### src/rtl/param_rom_stream_arbiter_pkg.sv
// Shared types and helpers for the parameter-ROM stream arbiter.
package param_rom_arb_pkg;

   typedef enum logic [1:0] {
      IDLE,
      STREAM,
      DRAIN
   } arb_state_t;

   // Widest requester vector rr_pick can scan; NUM_REQ must not exceed it.
   localparam int MAX_REQ = 32;

   // One slot more than the ROM pipeline keeps a full-rate stream bubble-free.
   function automatic int fifo_depth(input int rom_latency);
      return rom_latency + 1;
   endfunction

   // Index of the first set request at or after ptr, wrapping modulo n.
   function automatic int unsigned rr_pick(input logic [MAX_REQ-1:0] req_vec,
                                           input int unsigned ptr,
                                           input int unsigned n);
      int unsigned pick;
      int unsigned idx;
      logic        found;
      pick  = ptr;
      found = 1'b0;
      for (int unsigned i = 0; i < MAX_REQ; i++) begin
         idx = (ptr + i) % n;
         if ((i < n) && !found && (((req_vec >> idx) & MAX_REQ'(1)) != '0)) begin
            pick  = idx;
            found = 1'b1;
         end
      end
      return pick;
   endfunction

endpackage

### src/rtl/param_rom_stream_arbiter_if.sv
// Consumer and ROM-side signal bundle of the parameter-ROM stream arbiter.
interface param_rom_stream_arbiter_if #(
   parameter int NUM_REQ    = 2,
   parameter int DATA_WIDTH = 32,
   parameter int ADDR_WIDTH = 6
);
   logic [NUM_REQ-1:0]    req;
   logic [NUM_REQ-1:0]    grant;
   logic [ADDR_WIDTH-1:0] rom_addr;
   logic                  rom_ce;
   logic [DATA_WIDTH-1:0] rom_q;
   logic [DATA_WIDTH-1:0] data_out;
   logic [NUM_REQ-1:0]    data_out_valid;
   logic [NUM_REQ-1:0]    data_out_ready;
   logic [NUM_REQ-1:0]    done;

   modport master (
      input  req, rom_q, data_out_ready,
      output grant, rom_addr, rom_ce, data_out, data_out_valid, done
   );

   modport slave (
      output req, rom_q, data_out_ready,
      input  grant, rom_addr, rom_ce, data_out, data_out_valid, done
   );
endinterface

### src/rtl/param_rom_stream_arbiter_skid_fifo.sv
// Small synchronous FIFO absorbing ROM read latency; head reads as zero when empty.
module param_rom_skid_fifo #(
   parameter int DATA_WIDTH = 32,
   parameter int DEPTH      = 3,
   parameter int CNT_W      = $clog2(DEPTH + 1)
) (
   input  logic                  clk,
   input  logic                  rst,
   input  logic                  push,
   input  logic                  pop,
   input  logic [DATA_WIDTH-1:0] din,
   output logic [DATA_WIDTH-1:0] dout,
   output logic [CNT_W-1:0]      count
);
   localparam int PTR_W = (DEPTH > 1) ? $clog2(DEPTH) : 1;
   localparam logic [PTR_W-1:0] PTR_LAST = PTR_W'(DEPTH - 1);

   logic [DATA_WIDTH-1:0] mem [DEPTH];
   logic [PTR_W-1:0]      wr_ptr;
   logic [PTR_W-1:0]      rd_ptr;
   logic                  do_push;
   logic                  do_pop;

   assign do_pop  = pop && (count != '0);
   assign do_push = push && ((count != CNT_W'(DEPTH)) || do_pop);

   always_ff @(posedge clk) begin
      if (do_push) mem[wr_ptr] <= din;
   end

   always_ff @(posedge clk) begin
      if (!rst) begin
         wr_ptr <= '0;
         rd_ptr <= '0;
         count  <= '0;
      end else begin
         if (do_push) wr_ptr <= (wr_ptr == PTR_LAST) ? '0 : wr_ptr + PTR_W'(1);
         if (do_pop)  rd_ptr <= (rd_ptr == PTR_LAST) ? '0 : rd_ptr + PTR_W'(1);
         case ({do_push, do_pop})
            2'b10:   count <= count + CNT_W'(1);
            2'b01:   count <= count - CNT_W'(1);
            default: count <= count;
         endcase
      end
   end

   assign dout = (count != '0) ? mem[rd_ptr] : '0;

endmodule

### src/rtl/param_rom_stream_arbiter.sv
// Round-robin arbiter streaming whole tensors from one shared parameter ROM.
// Optional macro PARAM_ROM_ARB_PERF_EN adds a saturating stall_cycles counter.
module param_rom_stream_arbiter
   import param_rom_arb_pkg::*;
#(
   parameter int NUM_REQ     = 2,
   parameter int DATA_WIDTH  = 32,
   parameter int OUT_DEPTH   = 32,
   parameter int ADDR_WIDTH  = $clog2(OUT_DEPTH) + 1,
   parameter int ROM_LATENCY = 2
) (
   input  logic clk,
   input  logic rst,
   param_rom_stream_arbiter_if.master bus
`ifdef PARAM_ROM_ARB_PERF_EN
   ,
   output logic [31:0] stall_cycles
`endif
);
   localparam int FIFO_DEPTH = fifo_depth(ROM_LATENCY);
   localparam int CNT_W      = $clog2(FIFO_DEPTH + 1);
   localparam int PTR_W      = (NUM_REQ > 1) ? $clog2(NUM_REQ) : 1;
   localparam int CRD_W      = $clog2(ROM_LATENCY + FIFO_DEPTH + 2);
   localparam logic [ADDR_WIDTH-1:0] LAST = ADDR_WIDTH'(OUT_DEPTH - 1);

   arb_state_t             state;
   arb_state_t             state_nxt;
   logic [NUM_REQ-1:0]     grant;
   logic [NUM_REQ-1:0]     done;
   logic [NUM_REQ-1:0]     valid;
   logic [PTR_W-1:0]       grant_idx;
   logic [PTR_W-1:0]       rr_ptr;
   logic [PTR_W-1:0]       pick_idx;
   logic [ADDR_WIDTH-1:0]  addr_cnt;
   logic [ADDR_WIDTH-1:0]  word_cnt;
   logic [ROM_LATENCY-1:0] inflight;
   logic [CRD_W-1:0]       inflight_cnt;
   logic [CNT_W-1:0]       fifo_count;
   logic [DATA_WIDTH-1:0]  fifo_head;
   logic                   pop;
   logic                   credit_ok;
   logic                   issue;
   logic                   start;
   logic                   finish;

   assign pick_idx = PTR_W'(rr_pick(MAX_REQ'(bus.req), 32'(rr_ptr), NUM_REQ));

   always_comb begin
      inflight_cnt = '0;
      for (int i = 0; i < ROM_LATENCY; i++) inflight_cnt = inflight_cnt + CRD_W'(inflight[i]);
   end

   assign valid = grant & {NUM_REQ{fifo_count != '0}};
   assign pop   = |(valid & bus.data_out_ready);

   // A pop this cycle frees a slot, so the credit check adds it back.
   assign credit_ok = (inflight_cnt + CRD_W'(fifo_count)) < (CRD_W'(FIFO_DEPTH) + CRD_W'(pop));

   always_ff @(posedge clk) begin
      if (!rst) state <= IDLE;
      else      state <= state_nxt;
   end

   always_comb begin
      state_nxt = state;
      issue     = 1'b0;
      start     = 1'b0;
      finish    = 1'b0;
      unique case (state)
         IDLE: begin
            if (|bus.req) begin
               start     = 1'b1;
               state_nxt = STREAM;
            end
         end
         STREAM: begin
            issue = credit_ok;
            if (credit_ok && (addr_cnt == LAST)) state_nxt = DRAIN;
         end
         DRAIN: begin
            if (pop && (word_cnt == LAST)) begin
               finish    = 1'b1;
               state_nxt = IDLE;
            end
         end
         default: state_nxt = IDLE;
      endcase
   end

   always_ff @(posedge clk) begin
      if (!rst) begin
         grant     <= '0;
         grant_idx <= '0;
         rr_ptr    <= '0;
         addr_cnt  <= '0;
         word_cnt  <= '0;
         inflight  <= '0;
         done      <= '0;
      end else begin
         done     <= '0;
         inflight <= (inflight << 1) | ROM_LATENCY'(issue);
         if (issue) addr_cnt <= addr_cnt + ADDR_WIDTH'(1);
         if (pop)   word_cnt <= word_cnt + ADDR_WIDTH'(1);
         if (start) begin
            grant     <= NUM_REQ'(1) << pick_idx;
            grant_idx <= pick_idx;
            addr_cnt  <= '0;
            word_cnt  <= '0;
         end
         if (finish) begin
            done     <= NUM_REQ'(1) << grant_idx;
            grant    <= '0;
            rr_ptr   <= (grant_idx == PTR_W'(NUM_REQ - 1)) ? '0 : grant_idx + PTR_W'(1);
            addr_cnt <= '0;
            word_cnt <= '0;
         end
      end
   end

   // ROM tail of the valid shift register marks rom_q as a real word.
   param_rom_skid_fifo #(
      .DATA_WIDTH (DATA_WIDTH),
      .DEPTH      (FIFO_DEPTH),
      .CNT_W      (CNT_W)
   ) u_fifo (
      .clk   (clk),
      .rst   (rst),
      .push  (inflight[ROM_LATENCY-1]),
      .pop   (pop),
      .din   (bus.rom_q),
      .dout  (fifo_head),
      .count (fifo_count)
   );

   assign bus.grant          = grant;
   assign bus.done           = done;
   assign bus.data_out_valid = valid;
   assign bus.data_out       = fifo_head;
   assign bus.rom_addr       = addr_cnt;
   assign bus.rom_ce         = rst;

`ifdef PARAM_ROM_ARB_PERF_EN
   always_ff @(posedge clk) begin
      if (!rst) begin
         stall_cycles <= '0;
      end else if ((state != IDLE) && ((valid & ~bus.data_out_ready) != '0) &&
                   (stall_cycles != '1)) begin
         stall_cycles <= stall_cycles + 32'd1;
      end
   end
`endif

endmodule

### src/flat_wrapper.sv
// flat-port wrapper written by rule: the top's interface ports become plain ports
module param_rom_stream_arbiter_flat import param_rom_arb_pkg::*;
#(
   parameter int NUM_REQ     = 2,
   parameter int DATA_WIDTH  = 32,
   parameter int OUT_DEPTH   = 32,
   parameter int ADDR_WIDTH  = $clog2(OUT_DEPTH) + 1,
   parameter int ROM_LATENCY = 2
)
  (clk, rst, bus_req, bus_rom_q, bus_data_out_ready, bus_grant, bus_rom_addr, bus_rom_ce, bus_data_out, bus_data_out_valid, bus_done);
  param_rom_stream_arbiter_if #(.NUM_REQ(NUM_REQ), .DATA_WIDTH(DATA_WIDTH), .ADDR_WIDTH(ADDR_WIDTH)) bus_i ();
  input  logic clk;
  input  logic rst;
  input wire logic [$bits(bus_i.req)-1:0] bus_req;
  input wire logic [$bits(bus_i.rom_q)-1:0] bus_rom_q;
  input wire logic [$bits(bus_i.data_out_ready)-1:0] bus_data_out_ready;
  output wire logic [$bits(bus_i.grant)-1:0] bus_grant;
  output wire logic [$bits(bus_i.rom_addr)-1:0] bus_rom_addr;
  output wire logic [$bits(bus_i.rom_ce)-1:0] bus_rom_ce;
  output wire logic [$bits(bus_i.data_out)-1:0] bus_data_out;
  output wire logic [$bits(bus_i.data_out_valid)-1:0] bus_data_out_valid;
  output wire logic [$bits(bus_i.done)-1:0] bus_done;
  assign bus_i.req = bus_req;
  assign bus_i.rom_q = bus_rom_q;
  assign bus_i.data_out_ready = bus_data_out_ready;
  assign bus_grant = bus_i.grant;
  assign bus_rom_addr = bus_i.rom_addr;
  assign bus_rom_ce = bus_i.rom_ce;
  assign bus_data_out = bus_i.data_out;
  assign bus_data_out_valid = bus_i.data_out_valid;
  assign bus_done = bus_i.done;
  param_rom_stream_arbiter #(.NUM_REQ(NUM_REQ), .DATA_WIDTH(DATA_WIDTH), .OUT_DEPTH(OUT_DEPTH), .ADDR_WIDTH(ADDR_WIDTH), .ROM_LATENCY(ROM_LATENCY)) u_core (.clk(clk), .rst(rst), .bus(bus_i));
endmodule
### config.mk
export PLATFORM = sky130hd
export DESIGN_NAME = param_rom_stream_arbiter_flat
export DESIGN_NICKNAME = d
export VERILOG_FILES = /design/src/rtl/param_rom_stream_arbiter_pkg.sv /design/src/rtl/param_rom_stream_arbiter_if.sv /design/src/rtl/param_rom_stream_arbiter_skid_fifo.sv /design/src/rtl/param_rom_stream_arbiter.sv /design/src/flat_wrapper.sv
export SDC_FILE = /design/constraint.sdc
export NUM_CORES = 1
export LEC_CHECK = 0
export CAP_MARGIN = 25
export CORE_UTILIZATION = 48
export CTS_BUF_LIST = sky130_fd_sc_hd__clkbuf_16
export DETAILED_ROUTE_END_ITERATION = 8
export MAX_ROUTING_LAYER = met4
export PLACE_DENSITY = 0.76
export SYNTH_ARGS = -nofsm -noshare
export SYNTH_HDL_FRONTEND = slang
export SYNTH_SLANG_ARGS = --single-unit
### constraint.sdc
create_clock -name clk -period 4.25 [get_ports clk]
set_input_delay 0.85 -clock clk [delete_from_list [all_inputs] [get_ports clk]]
set_output_delay 0.85 -clock clk [all_outputs]
set_load 0.02 [all_outputs]
==> run summary, run 1 <==
At the worst endpoint, the required time is ~3.4 ns. The initial utilization of the core area, before any placement, comes to about half. For this run, the leading register cell type out of synthesis is edfxtp_1.

The die area came out at approximately 0.011 mm². Of the available clock period, the critical path in the final layout requires approximately four fifths. The first global-routing pass estimated 15800 µm of wire.

In this run the static leakage power is roughly 0.0022 µW. The quantity of I/O buffers inserted on ports came out at roughly 80. The post-layout minimum cycle time is about 3.4 ns.

Among all stages on the critical path, the largest delay is contributed by dfxtp_2. a little over 80 I/O pins were placed. The power per standard cell area came out at 442 mW/mm². The total number of H-tree levels is 4.

The later pin in the worst-skew pair is clocked with a latency of about 0.40 ns. The global router's overall resource usage came out at between 10% and 20%. Along the worst hold path, the cell count comes to 1. The proportion of layout cells with a drive suffix above 1 is a little under 10%. The unique cell type count in the Yosys netlist is 45.

From left edge to right edge, the die measures approximately 100 µm. The final standard cell area without fillers is around 0.0066 mm². The number of cells on the critical path is 6.

The number of nets with antenna violations after routing came out at 0. Across the VDD grid, the largest voltage drop is roughly 260 µV. The completed layout was analyzed and its total power is 2930 µW.

The final routed DRC violation total is 0. The flow ran to the end, and the final reports show no timing, DRC or antenna violations. The sum of overflow across all layers after global routing is 0.

The average wire length per cell after detail routing is roughly 15 µm. The top-area cell type share of the netlist area is a little under three fifths. The final-report setup violation count is 0. The final weighted congestion in routability-driven placement came out at roughly 0.83.

The HPWL after detailed placement is roughly 6000 µm. The number of antenna violations at the first check in global routing is 0. The post-CTS setup repair buffer count came out at 0. In this run the worst hold path is classified as reg -> reg.

The wire length after detailed routing is approximately 9500 µm. The number of violations reported at the end of detailed-routing iteration 0 is roughly 150. The area of the mapped netlist came out at around 0.005 mm². The number of buffers and inverters on the critical path is 2. The number of global-route vias before repair came to roughly 3300. The number of optimization iterations in the first detailed-route pass came out at 4. Counting the buffers created by CTS gives 17. The number of nets produced by synthesis is 439.

During synthesis, Yosys emitted a total of 0 warnings. The relative max-transition margin is around 36%. The length in cells of the worst reg-to-reg path is 8. The average footprint of a synthesized cell is 12.8 µm².

For this run, the slowest stage of the critical path takes approximately 0.73 ns. The hold buffer count at CTS came out at 0. OpenSTA, run right after detailed placement, puts the worst setup slack at approximately 0.99 ns. Summing over every cut layer, the via total after detailed routing is between 3000 and 4000.

The number of fillers in the final layout came out at between 700 and 800. The area growth from synthesis to layout is 30.9%. The worst setup path is captured at an output port.

The vertical die dimension came out at approximately 100 µm. The core region is approximately 0.010 mm². The post-synthesis cell count came out at approximately 400.

The setup skew after layout is just under 0.009 ns. The post-detailed-route via-to-cell ratio came out at between 5 and 6. The count of final hold-check violations came out at 0. In the synthesized netlist the async set-or-reset flop fraction comes to 0%. Entering global routing, the biggest net connects 47 pins. The share of the Yosys chip area taken by registers is just under 70%. The setup path with the least slack is of type reg -> out.

The largest driver fanout on the critical path is 20. Setup repair after global routing left no endpoint under its margin. The post-cts repair resize count came out at 0. The reported max-cap violation count came out at 0. For the worst setup path, the data arrival time is 2.54 ns.

The largest total area in the synthesized netlist belongs to edfxtp_1. The most frequent cell on the critical path is nor2_1. Once routing completed, OpenROAD measured the worst setup slack at about 0.86 ns.

The kind of cell with the highest combined delay on the critical path is buffers and inverters. The post-route setup TNS came out at 0 ns. 0 antenna diodes ended up in the layout. STA classifies the critical path startpoint as a flop.

The slew of the pin with the lowest slew margin came out at between 0.9 and 1 ns. The number of max-slew violations in the final report came to 0. The net count of the finished layout is between 500 and 600. The achievable frequency came out at 0.295 GHz.

The sink count of the clock tree is 126. Yosys mapped a number of flops with a built-in enable equal to 96. The placed instance area is approximately 0.0061 mm². CTS placed an instance of clkbuf_16 at the clock tree root.

By area the synthesized netlist is led by edfxtp_1 (57%), dfxtp_1 (12%), mux2i_1 (6.9%), nor2_1 (5.7%), a21oi_1 (4.3%). The row count came out at 37. The maximum number of buffers from clock root to sink is 2.

The critical path goes through buf_4 -> mux2i_1 -> nor2_1 -> a21oi_1 -> nor2_1 -> clkdlybuf4s50_1. TritonCTS built the clock tree. The flop and latch count out of synthesis came out at ~130.

The clock edge transition at the registers on the reported setup and hold paths came out at ~0.050 ns.
-- cell usage in the layout (no fill, tap or decap), drive strengths merged, types with 3 or more instances in the layout --
cell	n
nand3b	3
ha	5
nor2	79
dfxtp	30
xnor2	6
clkdlybuf4s50	82
or3	7
buf	9
clkinv	7
a21oi	44
inv	13
nand3	5
mux2i	35
nand2	16
edfxtp	96
nor3	3
o21ai	12
clkbuf	17
-- worst reg2reg max path, stage by stage (launching register included) --
cell and delay [ns]:
dfxtp_1 0.39, nor2_4 0.76, nor2_2 0.18, inv_1 0.19, ha_1 0.27, o21ai_0 0.12, o211ai_1 0.28, or3_1 0.43
a21oi_1 0.16
-- kinds of logic (layout without fill, tap and decap cells) --
logic type,count (synthesis),count (layout),synth area share (%)
AO/OA/AOI/OAI,62,62,6.74
XOR/XNOR,7,7,1.21
adder cells (fa/ha/maj),6,6,1.63
buffers and inverters,28,132,2.62
flip-flops,126,126,68.8
multiplexers,35,35,6.92
AND/OR/NAND/NOR,131,131,12.1
-- power breakdown --
| group | total [µW] | leakage (µW) | switching (µW) | internal (µW) |
|---|---|---|---|---|
| logic | 197 | 0.000845 | 104 | 93.1 |
| clock network | 1370 | 0.000278 | 514 | 860 |
| registers | 1360 | 0.00111 | 13.7 | 1340 |
| total | 2930 | 0.00223 | 632 | 2300 |
-- through the flow --
step | util (%) | hold slack (ns) | instances
after floorplan | - | 0.413 | 395
after global placement | 58.8 | 0.441 | 602
after detailed placement | 59.0 | 0.446 | 603
after CTS | 64.5 | 0.451 | 635
after global routing | 64.5 | 0.483 | 635
final | 64.5 | 0.454 | 635
-- area by class of cell --
type | instances | area [µm²] | share of cell area, %
timing repair buffer | 91 | 901 | 13.6
sequential | 126 | 3490 | 52.6
clock buffer | 17 | 425 | 6.42
multi-input combinational | 241 | 1470 | 22.2
inverter | 9 | 33.8 | 0.510
clock inverter | 15 | 144 | 2.17
tap | 136 | 170 | 2.57
-- cells in the mapped netlist (2+ instances only) --
| master | instances |
|---|---|
| nand3b_1 | 3 |
| dfxtp_1 | 30 |
| nand2_1 | 16 |
| nand4b_1 | 2 |
| xnor2_1 | 6 |
| nor3_1 | 3 |
| edfxtp_1 | 96 |
| nor3b_1 | 2 |
| or3_1 | 7 |
| mux2i_1 | 35 |
| nand4_1 | 2 |
| nor2_2 | 2 |
| buf_2 | 4 |
| clkbuf_1 | 9 |
| a21oi_1 | 44 |
| buf_1 | 2 |
| nor2b_1 | 2 |
| o21ai_0 | 12 |
| nor4_1 | 2 |
| ha_1 | 5 |
| nand3_1 | 4 |
| nor2_1 | 77 |
| inv_1 | 8 |
-- worst paths after layout --
| kind | slack [ns] | to | startpoint |
|---|---|---|---|
| worst max-delay path | 0.86 | bus_data_out[29] | flop |
| worst min-delay path | 0.45 | u_core.bus.done[0] | u_core.grant_idx |
| worst max register to register | 1.39 | u_core.bus.rom_addr[2] | u_core.u_fifo.count[0] |
| worst min register to register | 0.45 | u_core.bus.done[0] | u_core.grant_idx |
-- layer usage --
layer	up-vias	part of all wire [%]	track usage, %
li1	1613	-	-
met1	1569	46	23.8
met2	91	48	30.0
met3	6	4.8	5.74
met4	0	0.74	6.84
met5	-	0	-
-- flip-flops by register name (all words and copies together) (netlist names), named ones only --
register,flops
u_core.grant_idx,1
u_core.u_fifo.mem,96
u_core.u_fifo.rd_ptr,2
u_core.state,2
u_core.rr_ptr,1
u_core.u_fifo.count,2
u_core.inflight,2
u_core.bus.rom_addr,6
u_core.bus.done,2
u_core.u_fifo.wr_ptr,2
u_core.bus.grant,2
u_core.word_cnt,6
No activity file was read; power rests on OpenSTA's default activity.
==> run 2: changes to the inputs <==
--- a/config.mk
+++ b/config.mk
@@ -6,11 +6,11 @@
 export NUM_CORES = 1
 export LEC_CHECK = 0
 export CAP_MARGIN = 25
-export CORE_UTILIZATION = 48
+export CORE_UTILIZATION = 53
 export CTS_BUF_LIST = sky130_fd_sc_hd__clkbuf_16
 export DETAILED_ROUTE_END_ITERATION = 8
 export MAX_ROUTING_LAYER = met4
-export PLACE_DENSITY = 0.76
+export PLACE_DENSITY = 0.79
 export SYNTH_ARGS = -nofsm -noshare
 export SYNTH_HDL_FRONTEND = slang
 export SYNTH_SLANG_ARGS = --single-unit
==> constraint.sdc (replaced) <==
create_clock -name clk -period 3.5 [get_ports clk]
set_input_delay 0.7 -clock clk [delete_from_list [all_inputs] [get_ports clk]]
set_output_delay 0.7 -clock clk [all_outputs]
set_load 0.02 [all_outputs]
==> run 2 against run 1 <==
Effect of this change:
- sequential power up 21%
- register-to-register slack worse by 0.62 ns
- hold slack worse by 0.011 ns
- power up 20%
- combinational power up 23%
- die area down 9.3%
- final area up 0.15%
- worst setup slack worse by 0.56 ns
- clock power up 19%
- critical path depth unchanged
- largest power group is now registers
==> run summary, run 2 (same netlist as run 1, synthesis figures left out) <==
The static leakage power is 0.00222 µW (-0.80%). The worst setup slack after layout came out at 0.299 ns (-0.563 ns). The final routed DRC violation total came out at 0 (unchanged). The slew of the pin with the lowest slew margin is 0.739 ns (-0.220 ns). The post-detailed-route via-to-cell ratio came out at 5.33 (+3.3%).

The proportion of layout cells with a drive suffix above 1 is 10.2% (+0.42 points). The first-pass GRT wire length was 16000 µm (+1.8%). Walking the worst path, the cells encountered are buf_12 -> mux2i_1 -> nor2_1 -> a21oi_1 -> nor2_1 -> clkdlybuf4s50_1. The post-route setup TNS came to 0 ns (unchanged). The row count is 35 (-5.4%). The total half-perimeter wirelength after legalization and detailed placement was 6230 µm (+2.8%).

The placed instance area is 0.00607 mm² (+0.25%). The sink count of the clock tree came to 126 (unchanged). The power per standard cell area came to 530 mW/mm² (+20%). The vertical die dimension is 99.8 µm (-4.7%). The number of optimization iterations in the first detailed-route pass is 4 (unchanged). The worst hold path belongs to the class reg -> reg. The cell at the root of the clock tree is clkbuf_16. The number of stages on the worst hold path came out at 1 (unchanged).

The wire length after detailed routing was 9850 µm (+3.5%). The number of max-slew violations in the final report was 0 (unchanged). The width of the die is 99.8 µm (-4.7%). The length in cells of the worst reg-to-reg path is 8 (unchanged). The placeable core area came to 0.00924 mm² (-10%).

The number of violations reported at the end of detailed-routing iteration 0 is 139 (-9.7%). The setup slack at placement came out at 0.368 ns (-0.617 ns). The final standard cell area without fillers is 0.00664 mm² (+0.15%).

The slowest library cell on the worst path is dfxtp_2. The most frequent standard cell in the layout excluding fill and tap cells is edfxtp_1. The post-CTS setup repair buffer count is 0 (unchanged). The number of nets in the final layout came out at 529 (-0.19%). The quantity of I/O buffers inserted on ports came out at 82 (unchanged).

The critical path required time is 2.80 ns (-0.60 ns). The achievable frequency came out at roughly 0.31 GHz. Setup repair after global routing left no endpoint under its margin. The die area came out at 0.00995 mm² (-9.3%). TritonCTS built the clock tree. The diode insertion count for antenna repair came out at 0 (unchanged). The final worst-path cycle share is between 90% and 100%. The reported max-cap violation count came out at 0 (unchanged).

The classification of the worst setup path is reg -> out. STA classifies the critical path endpoint as an output port. In the layout the commonest cells are edfxtp_1 (96), clkdlybuf4s50_1 (82), nor2_1 (77). The maximum vdd ir drop came to 361 µV (+39%).

In this design, the critical path's most frequently occurring cell is nor2_1. The setup skew after layout is 0.0131 ns (+0.00433 ns). The largest incremental delay on the critical path is 0.71 ns (-0.02 ns). The later-pin clock latency in the skew report was 0.40 ns (about the same). The starting density of the core was 54.8% (+5.5 points). The number of buffers created by CTS came out at 17 (unchanged). The number of antenna violations at the first check in global routing came out at 0 (unchanged). The data arrival time of the critical path came to 2.50 ns (-0.04 ns). The global router's overall resource usage is 22.0% (+2.9 points). The worst setup path is launched from a flop. The number of global-route vias before repair came out at 3380 (+2.7%). The final-report setup violation count came out at 0 (unchanged). The post-cts repair resize count came to 0 (unchanged).

The most flop-heavy register is u_core.u_fifo.mem. The post-layout minimum cycle time is about 3.2 ns. The area added between synthesis and finish came out at 31.1%. The clock edge transition at the registers on the reported setup and hold paths was 0.06 ns (about the same). The run finished with clean final reports.

The hold buffer count at CTS came out at 0 (unchanged). The relative max-transition margin came out at 50.6% (+15 points). The largest driver fanout on the critical path is 17 (-15%).

The number of fillers in the final layout is 647 (-18%). The total number of H-tree levels is 4 (unchanged). The number of flip-flops in the largest register is 96 (unchanged). The final weighted congestion in routability-driven placement came out at 0.768 (-7.3%). The number of nets with antenna violations after routing is 0 (unchanged). The pin count of the biggest net entering global routing is 39 (-17%). The maximum number of buffers from clock root to sink came to 2 (unchanged). The count of boundary I/O pins was 83 (unchanged).

The sum of overflow across all layers after global routing was 0 (unchanged). The via total after detailed routing came out at 3343 (+2.0%). The count of final hold-check violations came out at 0 (unchanged).

The average wire length per cell after detail routing came out at 15.7 µm (+4.8%).
-- run 2: changes by cell type in the layout (fill, tap and decap cells not counted), sizes merged --
cell and change:
clkinv -1, bufinv -1, clkinvlp +2, buf -1
-- run 2: worst max-delay path: cells and delay by family (launching register included) --
kind            cells  cell delay (ns)
compound gates      1             0.17
simple gates        2             0.14
flops               1             0.71
mux                 1             0.23
buf+inv             2             0.85
-- run 2: final cells by class --
cell class / instances / area (µm²) / share of cell area (%)
Tap cell: 129 / 161 / 2.43
Sequential cell: 126 / 3490 / 52.5
Clock inverter: 15 / 139 / 2.09
Inverter: 9 / 33.8 / 0.509
Timing Repair Buffer: 90 / 906 / 13.6
Clock buffer: 17 / 425 / 6.41
Multi-Input combinational cell: 241 / 1490 / 22.4
-- run 2: worst paths after layout --
check                               from                endpoint  slack (ns)
setup / recovery                    flop        bus_data_out[31]        0.30
setup reg to reg  u_core.u_fifo.count[1]  u_core.bus.rom_addr[5]        0.77
hold / removal          u_core.grant_idx      u_core.bus.done[0]        0.44
hold reg to reg         u_core.grant_idx      u_core.bus.done[0]        0.44
-- run 2: per-layer routing --
layer / vias up / routed length, µm / GRT usage, %
li1: 1620 / - / -
met1: 1623 / 4170 / 25.7
met2: 90 / 5230 / 36.9
met3: 10 / 357 / 5.27
met4: 0 / 93 / 8.60
met5: - / 0 / -
-- run 2: where the power goes --
part | internal (µW) | total [µW] | switching [µW]
registers | 1630 | 1650 | 17.6
clock network | 983 | 1630 | 642
logic | 115 | 242 | 126
-- run 2: per-stage QoR --
| step | instances | hold WS [ns] | util, % | power (µW) |
|---|---|---|---|---|
| 2_1_floorplan | 395 | 0.413 | - | 1800 |
| 6_report | 627 | 0.443 | 71.8 | 3520 |
| 5_1_grt | 627 | 0.473 | 71.8 | 3640 |
| 3_5_place_dp | 595 | 0.435 | 65.7 | 1920 |
| 4_1_cts | 627 | 0.445 | 71.8 | 3550 |
| 3_3_place_gp | 595 | 0.428 | 65.7 | 1910 |
==> run 3: changes to the inputs <==
--- a/config.mk
+++ b/config.mk
@@ -9,7 +9,6 @@
 export CORE_UTILIZATION = 53
 export CTS_BUF_LIST = sky130_fd_sc_hd__clkbuf_16
 export DETAILED_ROUTE_END_ITERATION = 8
-export MAX_ROUTING_LAYER = met4
 export PLACE_DENSITY = 0.79
 export SYNTH_ARGS = -nofsm -noshare
 export SYNTH_HDL_FRONTEND = slang
==> run 3 against run 2 <==
Effect of this change:
- die area did not move
- critical path type unchanged
- utilization stayed put
- cell count unchanged
==> run summary, run 3 (same netlist as run 1, synthesis figures left out) <==
The flow ran to the end, and the final reports show no timing, DRC or antenna violations. The wire length after detailed routing is 9870 µm (+0.16%). The number of buffers created by CTS came out at 17 (unchanged). The quantity of I/O buffers inserted on ports was 82 (unchanged).

The global router's overall resource usage came out at 21.3% (-0.71 points). The post-cts repair resize count came out at 0 (unchanged). The most flop-heavy register is u_core.u_fifo.mem. The total half-perimeter wirelength after legalization and detailed placement was 6230 µm (unchanged).

The critical path required time is 2.80 ns (about the same). The count of final hold-check violations is 0 (unchanged). The largest driver fanout on the critical path came out at 17 (unchanged). The average wire length per cell after detail routing came out at 15.7 µm (+0.16%). The most frequent standard cell in the layout excluding fill and tap cells is edfxtp_1. The setup skew after layout is 0.00947 ns (-0.00366 ns). The number of global-route vias before repair came to 3377 (-0.089%). The sum of overflow across all layers after global routing came out at 0 (unchanged). The hold buffer count at CTS came to 0 (unchanged). The area added between synthesis and finish is 31.1% (unchanged). The end-of-flow core utilization is 71.8% (unchanged).

The reported max-cap violation count came out at 0 (unchanged). The number of nets with antenna violations after routing came out at 0 (unchanged). The vertical die dimension came out at 99.8 µm (unchanged).

The type of the tightest min-delay check is reg -> reg. The total number of H-tree levels came to 4 (unchanged). The clock edge transition at the registers on the reported setup and hold paths came out at 0.06 ns (about the same). The post-layout minimum cycle time came out at 3.21 ns (+0.00943 ns).

The number of violations reported at the end of detailed-routing iteration 0 came out at 145 (+4.3%). The cell at the root of the clock tree is clkbuf_16. The diode insertion count for antenna repair is 0 (unchanged). The hold path startpoint is u_core.grant_idx. The starting density of the core is 54.8% (unchanged).

The first-pass GRT wire length came out at 16000 µm (about the same). The via total after detailed routing came to 3334 (-0.27%). The slew of the pin with the lowest slew margin is 0.735 ns (-0.00379 ns).

The final worst-path cycle share came to 91.7% (+0.27 points). The number of antenna violations at the first check in global routing came to 0 (unchanged). The type of origin of the critical path is a flop. The number of fillers in the final layout is 647 (unchanged).

The classification of the worst setup path is reg -> out. The number of max-slew violations in the final report came out at 0 (unchanged). The post-CTS setup repair buffer count is 0 (unchanged). The placeable core area came out at 0.00924 mm² (unchanged).

The width of the die is 99.8 µm (unchanged). The worst setup path is captured at an output port. The clock tree from TritonCTS is yes.

The number of flip-flops in the largest register is 96 (unchanged). The final routed DRC violation total came out at 0 (unchanged). The proportion of layout cells with a drive suffix above 1 is 10.2% (unchanged). The slack of the worst reg-to-reg path is 0.77 ns (about the same). The maximum number of buffers from clock root to sink came out at 2 (unchanged). The number of nets in the final layout is 529 (unchanged). The power per standard cell area is 530 mW/mm² (+0.15%). The top cell types in the final layout, fill and taps aside, are edfxtp_1 (96), clkdlybuf4s50_1 (82), nor2_1 (77). The post-route setup TNS is 0 ns (unchanged). The pin count of the biggest net entering global routing came out at 39 (unchanged). The achievable frequency was 0.312 GHz (-0.29%).

The maximum vdd ir drop is 365 µV (+1.2%). The sink count of the clock tree is 126 (unchanged). The row count is 35 (unchanged).

The data arrival time of the critical path came out at 2.51 ns (about the same). The final-report setup violation count came out at 0 (unchanged). The startpoint of the most critical register-to-register path is u_core.u_fifo.count[1]. The later-pin clock latency in the skew report is 0.40 ns (about the same). The count of boundary I/O pins is 83 (unchanged). The static leakage power is 0.00222 µW (unchanged).

The relative max-transition margin came out at 50.9% (+0.25 points). The number of optimization iterations in the first detailed-route pass is 4 (unchanged). Setup repair after global routing left no endpoint under its margin. The post-detailed-route via-to-cell ratio came to 5.32 (-0.27%). The final weighted congestion in routability-driven placement came out at 0.758 (-1.3%). The die area was 0.00995 mm² (unchanged).
## run 3: cell counts in the layout (fill, tap and decap cells not counted)
Identical to the previous run, type by type.
## run 3: final cells by class
| cell class | instances | area (µm²) | area share [%] |
|---|---|---|---|
| inverters | 9 | 33.8 | 0.509 |
| flip-flops and latches | 126 | 3490 | 52.5 |
| repair buffers | 90 | 906 | 13.6 |
| clock buffers | 17 | 425 | 6.41 |
| well taps | 129 | 161 | 2.43 |
| multi-input cells | 241 | 1490 | 22.4 |
| clock inverters | 15 | 139 | 2.09 |
## run 3: critical path, stage by stage (launching register included)
cell	delay (ns)
dfxtp_2	0.72
buf_12	0.26
mux2i_1	0.23
nor2_1	0.08
a21oi_1	0.17
nor2_1	0.06
clkdlybuf4s50_1	0.59
## run 3: power breakdown
part | switching [µW] | internal (µW) | leakage (µW)
clock | 647 | 983 | 0.000268
sequential | 17.4 | 1630 | 0.00111
combinational | 127 | 115 | 0.000837
## run 3: final timing paths
| kind | to | cells after the start |
|---|---|---|
| setup / recovery | bus_data_out[31] | 6 |
| hold / removal | u_core.bus.done[0] | 1 |
| setup reg to reg | u_core.bus.rom_addr[5] | 8 |
| hold reg to reg | u_core.bus.done[0] | 1 |
## run 3: per-stage QoR
step | instances | power [µW] | instance area, µm² | hold WS, ns | setup slack (ns)
after floorplan | 395 | 1800 | 5080 | 0.413 | 0.640
after global placement | 595 | 1910 | 6070 | 0.428 | 0.495
after detailed placement | 595 | 1920 | 6070 | 0.435 | 0.368
after CTS | 627 | 3550 | 6640 | 0.445 | 0.252
after global routing | 627 | 3640 | 6640 | 0.473 | 0.168
final | 627 | 3520 | 6640 | 0.443 | 0.290
## run 3: layer usage
| metal | GRT usage, % | part of all wire, % | vias up |
|---|---|---|---|
| li1 | - | - | 1618 |
| met1 | 25.8 | 43 | 1630 |
| met2 | 36.8 | 53 | 80 |
| met3 | 5.90 | 3.7 | 6 |
| met4 | 7.24 | 0.75 | 0 |
| met5 | 0 | 0 | - |
